`src/rtl/periph_bus_pkg.sv`:
```
// Shared types and constants for the peripheral bus initiator.
package periph_bus_pkg;

  localparam int BUS_AW = 32;
  localparam int BUS_DW = 32;

  typedef enum logic [2:0] {
    IDLE,
    WR_LO,
    WR_HI,
    RD_ISSUE,
    RD_WAIT,
    RESP
  } state_t;

  // 64-bit registers pair at an even/odd word address; hi selects the odd word.
  function automatic logic [BUS_AW-1:0] beat_addr(input logic [BUS_AW-1:0] addr,
                                                  input logic              hi);
    return {addr[BUS_AW-1:1], hi};
  endfunction

endpackage

```
`src/rtl/periph_bus_master.sv`:
```
// Peripheral bus initiator: one CPU request at a time, 32-bit beats, wide
// accesses split into low/high beats, fixed registered read latency.
module periph_bus_master
  import periph_bus_pkg::*;
#(
  parameter int RD_LAT = 1,
  parameter int CNT_W  = 4
) (
  input  logic                clk,
  input  logic                rst,
  input  logic                req_valid,
  output logic                req_ready,
  input  logic                req_we,
  input  logic                req_wide,
  input  logic [BUS_AW-1:0]   req_addr,
  input  logic [2*BUS_DW-1:0] req_wdata,
  output logic                rsp_valid,
  output logic [2*BUS_DW-1:0] rsp_rdata,
  output logic [BUS_AW-1:0]   sys_w_addr,
  output logic [BUS_AW-1:0]   sys_r_addr,
  output logic [BUS_DW-1:0]   sys_w_line,
  input  logic [BUS_DW-1:0]   sys_r_line,
  output logic                sys_w,
  output logic                sys_r
);

  state_t              state;
  logic [CNT_W-1:0]    cnt;
  logic                lat_wide;
  logic                hi_beat;
  logic [BUS_AW-1:0]   lat_addr;
  logic [2*BUS_DW-1:0] lat_wdata;
  logic [BUS_DW-1:0]   lo_data;

  assign req_ready = (state == IDLE) && rst;

  // NOTE: all state uses non-blocking assignments so every register samples
  // pre-edge values; the request latches are reset too, keeping the block free
  // of X even though they are only read after an accept.
  always_ff @(posedge clk) begin
    if (!rst) begin
      state      <= IDLE;
      cnt        <= '0;
      lat_wide   <= 1'b0;
      hi_beat    <= 1'b0;
      lat_addr   <= '0;
      lat_wdata  <= '0;
      lo_data    <= '0;
      rsp_valid  <= 1'b0;
      rsp_rdata  <= '0;
      sys_w      <= 1'b0;
      sys_r      <= 1'b0;
      sys_w_addr <= '0;
      sys_r_addr <= '0;
      sys_w_line <= '0;
    end else begin
      case (state)
        IDLE: begin
          if (req_valid) begin
            lat_wide  <= req_wide;
            lat_addr  <= req_addr;
            lat_wdata <= req_wdata;
            hi_beat   <= 1'b0;
            if (req_we) begin
              state      <= WR_LO;
              sys_w      <= 1'b1;
              sys_w_addr <= req_wide ? beat_addr(req_addr, 1'b0) : req_addr;
              sys_w_line <= req_wdata[BUS_DW-1:0];
            end else begin
              state      <= RD_ISSUE;
              sys_r      <= 1'b1;
              sys_r_addr <= req_wide ? beat_addr(req_addr, 1'b0) : req_addr;
            end
          end
        end

        WR_LO: begin
          if (lat_wide) begin
            state      <= WR_HI;
            sys_w_addr <= beat_addr(lat_addr, 1'b1);
            sys_w_line <= lat_wdata[2*BUS_DW-1:BUS_DW];
          end else begin
            state      <= RESP;
            sys_w      <= 1'b0;
            sys_w_addr <= '0;
            sys_w_line <= '0;
            rsp_valid  <= 1'b1;
          end
        end

        WR_HI: begin
          state      <= RESP;
          sys_w      <= 1'b0;
          sys_w_addr <= '0;
          sys_w_line <= '0;
          rsp_valid  <= 1'b1;
        end

        RD_ISSUE: begin
          // The peripheral samples sys_r on this edge; data lands RD_LAT edges later.
          state      <= RD_WAIT;
          sys_r      <= 1'b0;
          sys_r_addr <= '0;
          cnt        <= CNT_W'(RD_LAT - 1);
        end

        RD_WAIT: begin
          if (cnt != '0) begin
            cnt <= cnt - CNT_W'(1);
          end else if (lat_wide && !hi_beat) begin
            lo_data    <= sys_r_line;
            hi_beat    <= 1'b1;
            state      <= RD_ISSUE;
            sys_r      <= 1'b1;
            sys_r_addr <= beat_addr(lat_addr, 1'b1);
          end else begin
            state     <= RESP;
            rsp_valid <= 1'b1;
            rsp_rdata <= lat_wide ? {sys_r_line, lo_data}
                                  : {{BUS_DW{1'b0}}, sys_r_line};
          end
        end

        RESP: begin
          state     <= IDLE;
          rsp_valid <= 1'b0;
        end

        default: state <= IDLE;
      endcase
    end
  end

endmodule

```
`config.mk`:
```
export PLATFORM = sky130hd
export DESIGN_NAME = periph_bus_master
export DESIGN_NICKNAME = d
export VERILOG_FILES = /design/src/rtl/periph_bus_pkg.sv /design/src/rtl/periph_bus_master.sv
export SDC_FILE = /design/constraint.sdc
export NUM_CORES = 1
export LEC_CHECK = 0
export BUFFER_PORTS_ARGS = -buffer_cell sky130_fd_sc_hd__buf_2
export CORE_ASPECT_RATIO = 1.5
export CORE_UTILIZATION = 58
export CTS_CLUSTER_DIAMETER = 30
export CTS_CLUSTER_SIZE = 40
export DETAILED_ROUTE_END_ITERATION = 10
export HOLD_SLACK_MARGIN = 0.06
export PLACE_DENSITY = 0.88
export SETUP_SLACK_MARGIN = 0.1
export SLEW_MARGIN = 20
export SYNTH_ARGS = -nofsm -noshare
export SYNTH_HDL_FRONTEND = slang
export SYNTH_SLANG_ARGS = --single-unit
```
`constraint.sdc`:
```
create_clock -name clk -period 3 [get_ports clk]
set_clock_uncertainty 0.15 [all_clocks]
set_input_delay 0.15 -clock clk [delete_from_list [all_inputs] [get_ports clk]]
set_output_delay 0.15 -clock clk [all_outputs]
set_load 0.05 [all_outputs]
```
# After elaboration in Yosys (flattened, before gate mapping)
# Index checks and enable logic that the tools add are counted.
# totals
register_bits	300
input_bits	133
output_inout_bits	164
word_cells	88
# classes
addsub	1
eq_ne	13
n_mux	38
bitwise	2
reduce_logical	20
# ops
operator	count
$mux 32	10
$pmux 32 s3	3
$mux 64	1
$ne 2x2->1 const B	8
$pmux 3 s5	1
$mux 1	12
$mux 3	4
$reduce_and 4->1	3
$reduce_and 3->1	3
$pmux 4 s2	1
$reduce_bool 4->1	2
$eq 3x2->1 const B	2
$eq 3x3->1 const B	2
$pmux 1 s3	2
$reduce_and 2->1	3
$reduce_bool 3->1	2
$reduce_and 5->1	1
$mux 4	1
$pmux 1 s4	1
$reduce_bool 2->1	2
$sub 4x1->4 const B	1
$eq 3x1->1 const B	1
$logic_not 3->1	1
$logic_and 1x1->1	2
4 further kinds	5

# Longest topological paths before layout
# Gate-level depths: netlist of the first run.
# logic_depth
depth_word	5
depth_mapped	9
depth_no_buf	6

# Worst setup path before layout of the first run
# OpenSTA, ideal clock, no wires.
# synth_path
kind	register to register
from	register state[1]
to	register rsp_rdata[14]
setup_time_ns	0.116
arrival_time_ns	1.574
required_ns	2.734
slack_ns	1.159
path_stages_with_launch	9
n_path_buf	4
synth_period_minus_slack_ns	1.841
cell_sequence	dfxtp_1 buf_2 nor3b_1 and3_1 buf_4 buf_6 buf_6 nand2_1 o211a_1
# synth_via
elab_chain_cells	2
# synth_rtl
item	line	source
from (decl)	periph_bus_master.sv:27	state_t state;
from (signal assigned)	periph_bus_master.sv:42	state <= IDLE;
from (signal assigned)	periph_bus_master.sv:65	state <= WR_LO;
from (signal assigned)	periph_bus_master.sv:70	state <= RD_ISSUE;
$eq 3x3->1	periph_bus_master.sv:57	case (state)
$reduce_and 3->1 (no line)	--	
to (signal assigned)	periph_bus_master.sv:119	rsp_rdata <= lat_wide ? {sys_r_line, lo_data}
to (decl)	periph_bus_master.sv:18	output logic [2*BUS_DW-1:0] rsp_rdata,
# Every way passes these cells.
# A chain may end at the register's enable or synchronous reset.

# Worst setup path after layout of the first run
# layout_path
from	register state[1]
to	register sys_w_line[31]
# layout_via
elab_chain_cells	3
elab_cells_between_ends	8
classes_between	eq/ne (4); mux (1); reduce/logical (3)
# layout_rtl
item	line	source
$eq 3x1->1 (tied with other cells)	periph_bus_master.sv:57	
$reduce_bool 3->1 (no line) or $ne 2x2->1 (tied branches)	--	
$reduce_and 3->1 (no line)	--	
to (signal assigned)	periph_bus_master.sv:68	sys_w_line <= req_wdata[BUS_DW-1:0];
to (signal assigned)	periph_bus_master.sv:81	sys_w_line <= lat_wdata[2*BUS_DW-1:BUS_DW];
to (decl)	periph_bus_master.sv:21	output logic [BUS_DW-1:0] sys_w_line,
# Several ways; a longest one is shown, not always the timed one.

==> results of run 1 <==
area by class of cell:
class                   instances  area share [%]
clock buffers                  51            6.83
well taps                     268            2.02
repair buffers                464            18.9
flip-flops and latches        267            32.3
multi-input cells            1071            38.7
inverters                       5           0.113
diodes                          4          0.0603
clock inverters                23            1.14
routing by layer:
layer / share of wire (%) / vias to the layer above / global-route usage, % / routed length (um)
li1: - / 6000 / - / -
met1: 36 / 6259 / 43.6 / 15200
met2: 49 / 849 / 64.2 / 20900
met3: 8.7 / 238 / 9.48 / 3680
met4: 6.6 / 2 / 24.7 / 2830
met5: 0.031 / - / 0 / 13
layout by cell type, fill, tap and decap left out, types with 6 or more instances in the layout:
| cell type | count |
|---|---|
| a221oi_1 | 32 |
| nand2_1 | 327 |
| mux2i_1 | 34 |
| buf_2 | 295 |
| nand3_1 | 34 |
| a21oi_1 | 44 |
| nand2b_1 | 72 |
| o211ai_1 | 32 |
| a21boi_0 | 125 |
| buf_4 | 28 |
| dfxtp_1 | 263 |
| dlygate4sd3_1 | 135 |
| clkinvlp_4 | 6 |
| clkinv_2 | 6 |
| o21ai_0 | 70 |
| nor2b_1 | 36 |
| a31oi_1 | 32 |
| nor2_1 | 39 |
| or3_1 | 33 |
| a21boi_1 | 35 |
| o41ai_1 | 31 |
| o211a_1 | 32 |
| clkbuf_16 | 42 |
| o311ai_0 | 31 |
through the flow:
stage               utilization (%)  power, mW
floorplan                         -       9.72
global placement               66.0       11.2
detailed placement             66.0       11.3
CTS                            78.7       16.0
global route                   78.8       17.0
finish                         78.9       16.3
worst max-delay path, stage by stage, from the launching register on:
cell           delay (ns)
dfxtp_4              0.66
buf_4                0.57
nand2b_1             0.19
o21ai_0              0.09
a221oi_1             0.29
nor2_1               0.10
dlygate4sd3_1        0.58
repair_timing:
action / in CTS / in global routing
hold buffers: 135 / 0
endpoints found under the setup margin: 0 / 5
setup buffers: 0 / 0
gates resized for setup: 0 / 4
hold endpoints to repair: 242 / 0
path summary, 6_finish.rpt:
| kind | from | endpoint | slack, ns |
|---|---|---|---|
| setup / recovery | state[1] | sys_w_line[31] | 0.22 |
| hold / removal | req_wdata[49] | lat_wdata[49] | 0.29 |
| setup reg to reg | state[1] | sys_w_line[31] | 0.22 |
| hold reg to reg | sys_w_addr[27] | sys_w_addr[27] | 0.30 |
power by group through the flow:
stage                     Clock, mW  Sequential (mW)  Combinational (mW)
after detailed placement          0             4.96                6.35
after CTS                      4.56             4.90                6.56
after floorplan                   0             6.71                3.01
final                          4.55             4.98                6.79
after global placement            0             4.94                6.23
after global routing           4.74             5.04                7.23
state kept, by name (all words and copies together) (netlist names):
register	cells
lat_wide	1
sys_r	1
sys_w_line	32
state	3
lo_data	32
sys_r_addr	32
rsp_rdata	64
hi_beat	1
sys_w_addr	32
lat_addr	31
lat_wdata	32
sys_w	1
cnt	4
rsp_valid	1
logic make-up after synthesis:
group,after synthesis
simple gates,559
compound gates,476
flops,267
buf+inv,161
mux,34
fa+ha+maj,2
==> results.toml, run 1 <==
[outcome]
status = "complete, no violations"

[sta]
fin_crit_sh_pct = 92.7
rsz0062_at_grt = "true"
hold_ws_ns = 0.292
tightest_slew_ns = 0.597
finalCriticalPeriod_ns = 2.78
hold_viol_final = 0
finalMaxSlewViolations = 0
setup_viol = 0
fin_tns_setup_ns = 0
max_freq_ghz = 0.360
slew-limit-headroom_pct = 60.2
layout_setup_ws_ns = 0.220

[worst_setup_path]
critPathKind = "flip-flop to flip-flop"
arrival_ns = 3.01
r2r_cells = 6
required_ns = 3.23
crit_path_start_kind = "flip-flop"
endpoint_kind = "flip-flop"
cp_max_fo = 65

[global_route]
overflow = 0
antenna_found_initial = 4
grt_max_degree = 77
grt.total_usage_pct = 38.6
grt_pass1_wl_um = 67800
grt_pass1_vias = 13200

[cells_and_area]
drive_above_1_share_pct = 22.1
final_nets = 1984
syn_to_final_growth_pct = 33.4
layout.cells.non_filler = 2153
design_area_um2 = 16600
fillers = 1268
seqCellArea_um2 = 5360
multiInputGateArea_um2 = 6420

[power]
switching_share_pct = 45.0
ir_drop_uv = 672
p_per_area_nw_per_um2 = 982
pwr-share-clk_pct = 27.9
power.switching_mw = 7.34
intPower_mw = 8.97
power_frac_comb_pct = 41.6
seq_power_share_pct = 30.5
p_leak_nw = 6.96

[synthesis]
synthArstFlopShare_pct = 0
synth_compound_gate_area_share_pct = 27.9
muxShareOfSynthArea_pct = 2.73
synth_area_leaders = "dfxtp_1, nand2_1, a21boi_0, nand2b_1, clkbuf_1"
postSynthCellCount = 1499
synth_top_family_by_area = "compound AO/OA/AOI/OAI gates"
synth_edf_count = 0
synth_top_area_share_pct = 42.9
synth.most_common_cell = "nand2_1"
synth_seq_area_share_pct = 42.9
synth_area_um2 = 12500
synth_xor_area_share_pct = 0
yosysTopAreaCell = "dfxtp_1"
avgSynthCellArea_um2 = 8.31
synth_nets = 1634
synthSimpleGateAreaFrac_pct = 20.5
synth.distinct_cells = 44
yosys_warnings = 0
yosys_most_used_dff = "dfxtp_1"
synthAdderAreaFrac_pct = 0.201
synth_common_cells = "nand2_1, dfxtp_1, a21boi_0"
synth_seq_cells = 267

[clock_tree]
cts_tree = "built"
clockBufferDepth = 3
clkTransAtPathRegs_ns = 0.05
htreeDepth = 2
numCtsBuffers = 40
cts.sinks = 267
worstSkewPairLatency_ns = 0.51
cts-root-buf = "clkbuf_16"

[routing]
route.detailed.drc = 0
drtAntennaViolNets = 0
via_per_inst = 6.20
num_vias = 13300
dr.pass1.iters = 7
drt_iter0_markers = 1218
wl_um = 42500
post_drt_wl_per_cell_um = 19.8

[die]
die_x_um = 122
ios = 297
rows = 65
die-area_um2 = 22100
core_area_um2 = 21100
die_height_um = 181
initial_utilization_pct = 59.1

[min_path]
hold_class = "input port to flip-flop"
hold_depth = 4

[placed_design]
place.gp.congestion = 0.856
placed_cell_area_um2 = 13900
hpwl_um = 22500
io_buffers = 296
placedCellCount = 1940
dp_slack_ns = 0.478

[flow_run]
maxCapViolCount = 0
(Power assumes the default switching activity.)
==> run 2: changes to the inputs <==
==> constraint.sdc (replaced) <==
create_clock -name clk -period 3 [get_ports clk]
set_clock_uncertainty 0.15 [all_clocks]
set_input_delay 0.6 -clock clk [delete_from_list [all_inputs] [get_ports clk]]
set_output_delay 0.6 -clock clk [all_outputs]
set_load 0.05 [all_outputs]
==> results.toml, run 2 (synthesized netlist as in run 1, its figures left out) <==
[clock_tree]
clockBufferDepth = 3
numCtsBuffers = 38
htreeDepth = 2
cts_tree = "built"
cts_hold_buf = 0
clkTransAtPathRegs_ns = 0.05
cts_resized = 0
cts.sinks = 267
worstSkewPairLatency_ns = 0.51
post_cts_buffers = 0
cts-root-buf = "clkbuf_16"

[power]
ir_drop_uv = 829
power_frac_comb_pct = 41.4
p_per_area_nw_per_um2 = 1040
switching_share_pct = 44.2
seq_power_share_pct = 30.3
pwr-share-clk_pct = 28.2
intPower_mw = 8.85
p_leak_nw = 6.37
power.switching_mw = 7.02

[cells_and_area]
regMostFlops = "rsp_rdata"
seqCellArea_um2 = 5360
largest_reg_flops = 64
mostFrequentLayoutCell = "nand2_1"
layout_common_cells = "nand2_1, buf_2, dfxtp_1, a21boi_0, nand2b_1"
fillers = 1582
syn_to_final_growth_pct = 22.2
final_nets = 1844
multiInputGateArea_um2 = 6410
drive_above_1_share_pct = 23.5

[min_path]
hold_class = "input port to flip-flop"
hold_depth = 3
holdPathEnd = "lat_wdata[52]"
hold_path.startpoint = "req_wdata[52]"

[global_route]
grt_pass1_vias = 11600
grt_pass1_wl_um = 57200
antenna_found_initial = 3
grt.total_usage_pct = 31.8
grt_max_degree = 157
overflow = 0

[worst_setup_path]
worstReg2RegEnd = "rsp_rdata[32]"
endpoint_kind = "primary output"
cp_cell_sequence = "nor2_1, and3_1, buf_2"
r2r_cells = 5
arrival_ns = 1.93
path_delay_family = "simple AND/OR/NAND/NOR gates"
cp_max_fo = 34
rr_startpoint = "state[1]"
slowest_delay_ns = 0.46
slowest_stage = "dfxtp_4"
path_buf_inv = 1
critPathKind = "flip-flop to primary output"
required_ns = 2.25
reg2reg_setup_slack_ns = 0.59
crit_path_start_kind = "flip-flop"

[sta]
finalCriticalPeriod_ns = 2.68
fin_crit_sh_pct = 89.4
rsz0062_at_grt = "false"
max_freq_ghz = 0.373
hold_ws_ns = 0.190
finalMaxSlewViolations = 0
setup_viol = 0
slew-limit-headroom_pct = 40.3
fin_tns_setup_ns = 0
hold_viol_final = 0
tightest_slew_ns = 0.895

[routing]
post_drt_wl_per_cell_um = 17.9
drtAntennaViolNets = 0
route.detailed.drc = 0
drt_iter0_markers = 890
via_per_inst = 6.03
dr.pass1.iters = 7
wl_um = 35900
num_vias = 12100

[die]
die_x_um = 122
rows = 65
ios = 297
die-area_um2 = 22100
initial_utilization_pct = 59.1
die_height_um = 181
core_area_um2 = 21100

[placed_design]
io_buffers = 296
hpwl_um = 21900
place.gp.congestion = 0.831

[flow_run]
maxCapViolCount = 0

[outcome]
status = "complete, no violations"
==> run 2: cell types whose count changed in the layout (fill, tap and decap cells not counted), moves of 3 or more <==
cell and delta:
bufinv_16 +3, dlygate4sd3_1 -135, clkbuf_16 -4, buf_4 -5, buf_12 +3
==> run 2: worst max path at each step <==
stage | from | endpoint | cells after the start
after floorplan | rst | req_ready | 3
after global placement | state[2] | sys_r | 7
after detailed placement | state[1] | rsp_rdata[55] | 5
after CTS | state[1] | req_ready | 3
after global routing | state[1] | req_ready | 3
final | state[1] | req_ready | 3
==> run 2: metrics by stage <==
stage	cells	util, %	setup WS, ns	area (um2)	total power, mW
floorplan	1499	-	0.680	12500	9.72
global placement	1937	66.1	0.783	13900	11.2
detailed placement	1937	66.1	0.676	13900	11.3
CTS	2006	72.2	0.357	15200	15.9
global route	2009	72.3	0.277	15200	16.6
finish	2009	72.3	0.317	15200	15.9
==> run 2: per-layer routing <==
layer / part of all wire (%) / global-route usage (%)
met1: 37 / 36.8
met5: 0 / 0
met2: 50 / 54.3
met3: 7.4 / 6.41
met4: 4.9 / 17.3
==> run 2: power groups by stage <==
stage / Clock (mW) / Combinational (mW) / Sequential [mW]
6_report: 4.48 / 6.58 / 4.81
5_1_grt: 4.67 / 7.03 / 4.89
4_1_cts: 4.52 / 6.54 / 4.81
3_5_place_dp: 0 / 6.48 / 4.87
3_3_place_gp: 0 / 6.34 / 4.84
2_1_floorplan: 0 / 3.01 / 6.71
==> run 2: layout make-up <==
class,instances,area share (%)
multi-input combinational,1071,42.1
sequential,267,35.2
timing repair buffer,326,11.8
clock buffer,45,6.68
tap,268,2.20
clock inverter,24,1.78
inverter,5,0.123
antenna,3,0.0493
==> run 2: worst register-to-register path, stage by stage, from the launching register on <==
cell      delay [ns]
dfxtp_4         0.46
nor3b_1         0.53
and3_2          0.57
buf_12          0.27
nand3_1         0.12
a21boi_0        0.24
==> run 3: changes to the inputs <==
--- a/config.mk
+++ b/config.mk
@@ -6,15 +6,18 @@
 export NUM_CORES = 1
 export LEC_CHECK = 0
 export BUFFER_PORTS_ARGS = -buffer_cell sky130_fd_sc_hd__buf_2
+export CELL_PAD_IN_SITES_DETAIL_PLACEMENT = 1
+export CELL_PAD_IN_SITES_GLOBAL_PLACEMENT = 2
 export CORE_ASPECT_RATIO = 1.5
-export CORE_UTILIZATION = 58
+export CORE_UTILIZATION = 34
 export CTS_CLUSTER_DIAMETER = 30
 export CTS_CLUSTER_SIZE = 40
 export DETAILED_ROUTE_END_ITERATION = 10
 export HOLD_SLACK_MARGIN = 0.06
-export PLACE_DENSITY = 0.88
+export PLACE_DENSITY = 0.89
 export SETUP_SLACK_MARGIN = 0.1
 export SLEW_MARGIN = 20
 export SYNTH_ARGS = -nofsm -noshare
 export SYNTH_HDL_FRONTEND = slang
 export SYNTH_SLANG_ARGS = --single-unit
+export TNS_END_PERCENT = 50
==> results.toml, run 3 (synthesized netlist as in run 1, its figures left out) <==
[routing]
wl_um = 42300
drtAntennaViolNets = 0
post_drt_wl_per_cell_um = 18.7
dr.pass1.iters = 4
route.detailed.drc = 0
drt_iter0_markers = 565
via_per_inst = 5.34
num_vias = 12100

[power]
p_per_area_nw_per_um2 = 1090
ir_drop_uv = 685
p_leak_nw = 6.66
seq_power_share_pct = 27.8
pwr-share-clk_pct = 34.1
power.switching_mw = 7.50
switching_share_pct = 42.7
intPower_mw = 10.0
power_frac_comb_pct = 38.1

[sta]
setup_viol = 0
fin_tns_setup_ns = 0
tightest_slew_ns = 0.998
hold_viol_final = 0
fin_crit_sh_pct = 86.9
layout_setup_ws_ns = 0.394
slew-limit-headroom_pct = 33.5
finalMaxSlewViolations = 0
max_freq_ghz = 0.384
rsz0062_at_grt = "false"
finalCriticalPeriod_ns = 2.61

[clock_tree]
worstSkewPairLatency_ns = 0.56
numCtsBuffers = 53
cts_hold_buf = 0
cts-root-buf = "clkbuf_16"
cts_tree = "built"
htreeDepth = 2
clkTransAtPathRegs_ns = 0.05
cts_resized = 0
post_cts_buffers = 0
cts.sinks = 267
clockBufferDepth = 3

[global_route]
grt_pass1_wl_um = 66300
use_met1_pct = 24.5
grt.total_usage_pct = 22.4
grt_pass1_vias = 12300
busiest_layer = "met2"
overflow = 0
grt_max_degree = 109
use_met2_pct = 39.6
met3_usage_pct = 4.54
antenna_found_initial = 9

[cells_and_area]
layout.cells.non_filler = 2259
regMostFlops = "rsp_rdata"
seqCellArea_um2 = 5360
final_nets = 1865
syn_to_final_growth_pct = 29.2
mostFrequentLayoutCell = "nand2_1"
largest_reg_flops = 64
multiInputGateArea_um2 = 6420
final_core_util_pct = 44.8
layout_common_cells = "nand2_1, buf_2, dfxtp_1, a21boi_0, nand2b_1"
drive_above_1_share_pct = 24.6
fillers = 4338

[worst_setup_path]
cp_max_fo = 39
rr_startpoint = "state[0]"
crit_path_start_kind = "flip-flop"
required_ns = 2.25
slowest_stage = "dfxtp_4"
arrival_ns = 1.86
startpoint = "state[0]"
critPathKind = "flip-flop to primary output"
slowest_delay_ns = 0.60
endpoint_kind = "primary output"
cp_cell_sequence = "nor2_1, buf_4, and3_1, buf_2"

[die]
core_area_um2 = 35900
rows = 85
ios = 297
initial_utilization_pct = 34.6
die_x_um = 158
die-area_um2 = 37400
die_height_um = 236

[flow_run]
maxCapViolCount = 0

[placed_design]
hpwl_um = 27100
placedCellCount = 2153
dp_slack_ns = 0.555
io_buffers = 296
place.gp.congestion = 0.790

[min_path]
hold_class = "input port to flip-flop"
hold_path.startpoint = "req_wdata[60]"

[outcome]
status = "complete, no violations"
## run 3: layer usage
metal,vias to the layer above,wire length [um]
met5,-,13
met2,320,21200
met4,2,2140
met1,5842,16800
met3,118,2190
li1,5778,-
## run 3: through the flow
stage | total power, mW | hold WS [ns] | area, um2
4_1_cts | 17.7 | 0.115 | 16100
5_1_grt | 18.4 | 0.132 | 16100
2_1_floorplan | 9.72 | 0.285 | 12500
3_3_place_gp | 11.5 | 0.290 | 14200
3_5_place_dp | 11.6 | 0.297 | 14200
6_report | 17.6 | 0.140 | 16100
## run 3: worst max-delay path, delay by kind of cell, from the launching register on
family                 cells  cell delay [ns]
DFF                        1             0.60
buffers and inverters      2             0.42
and+or+nand+nor            2             0.28
## run 3: final timing paths
kind | to | depth (start not counted) | slack (ns)
min reg2reg | sys_w_addr[1] | 2 | 0.30
min | lat_wdata[60] | 3 | 0.14
max reg2reg | sys_w_addr[2] | 5 | 0.55
max | req_ready | 4 | 0.39
## run 3: layout make-up
cell class                 count  share of cell area [%]
multi-input combinational   1071                    39.9
sequential                   267                    33.3
timing repair buffer         332                    11.5
clock buffer                  69                    9.19
tap                          478                    3.72
clock inverter                29                    2.12
antenna                        8                   0.124
inverter                       5                   0.117
## run 3: power groups by stage
stage	combinational, mW	sequential [mW]	clock, mW
finish	6.69	4.87	5.99
global route	7.20	4.97	6.28
CTS	6.75	4.88	6.10
detailed placement	6.72	4.93	0
global placement	6.59	4.91	0
floorplan	3.01	6.71	0
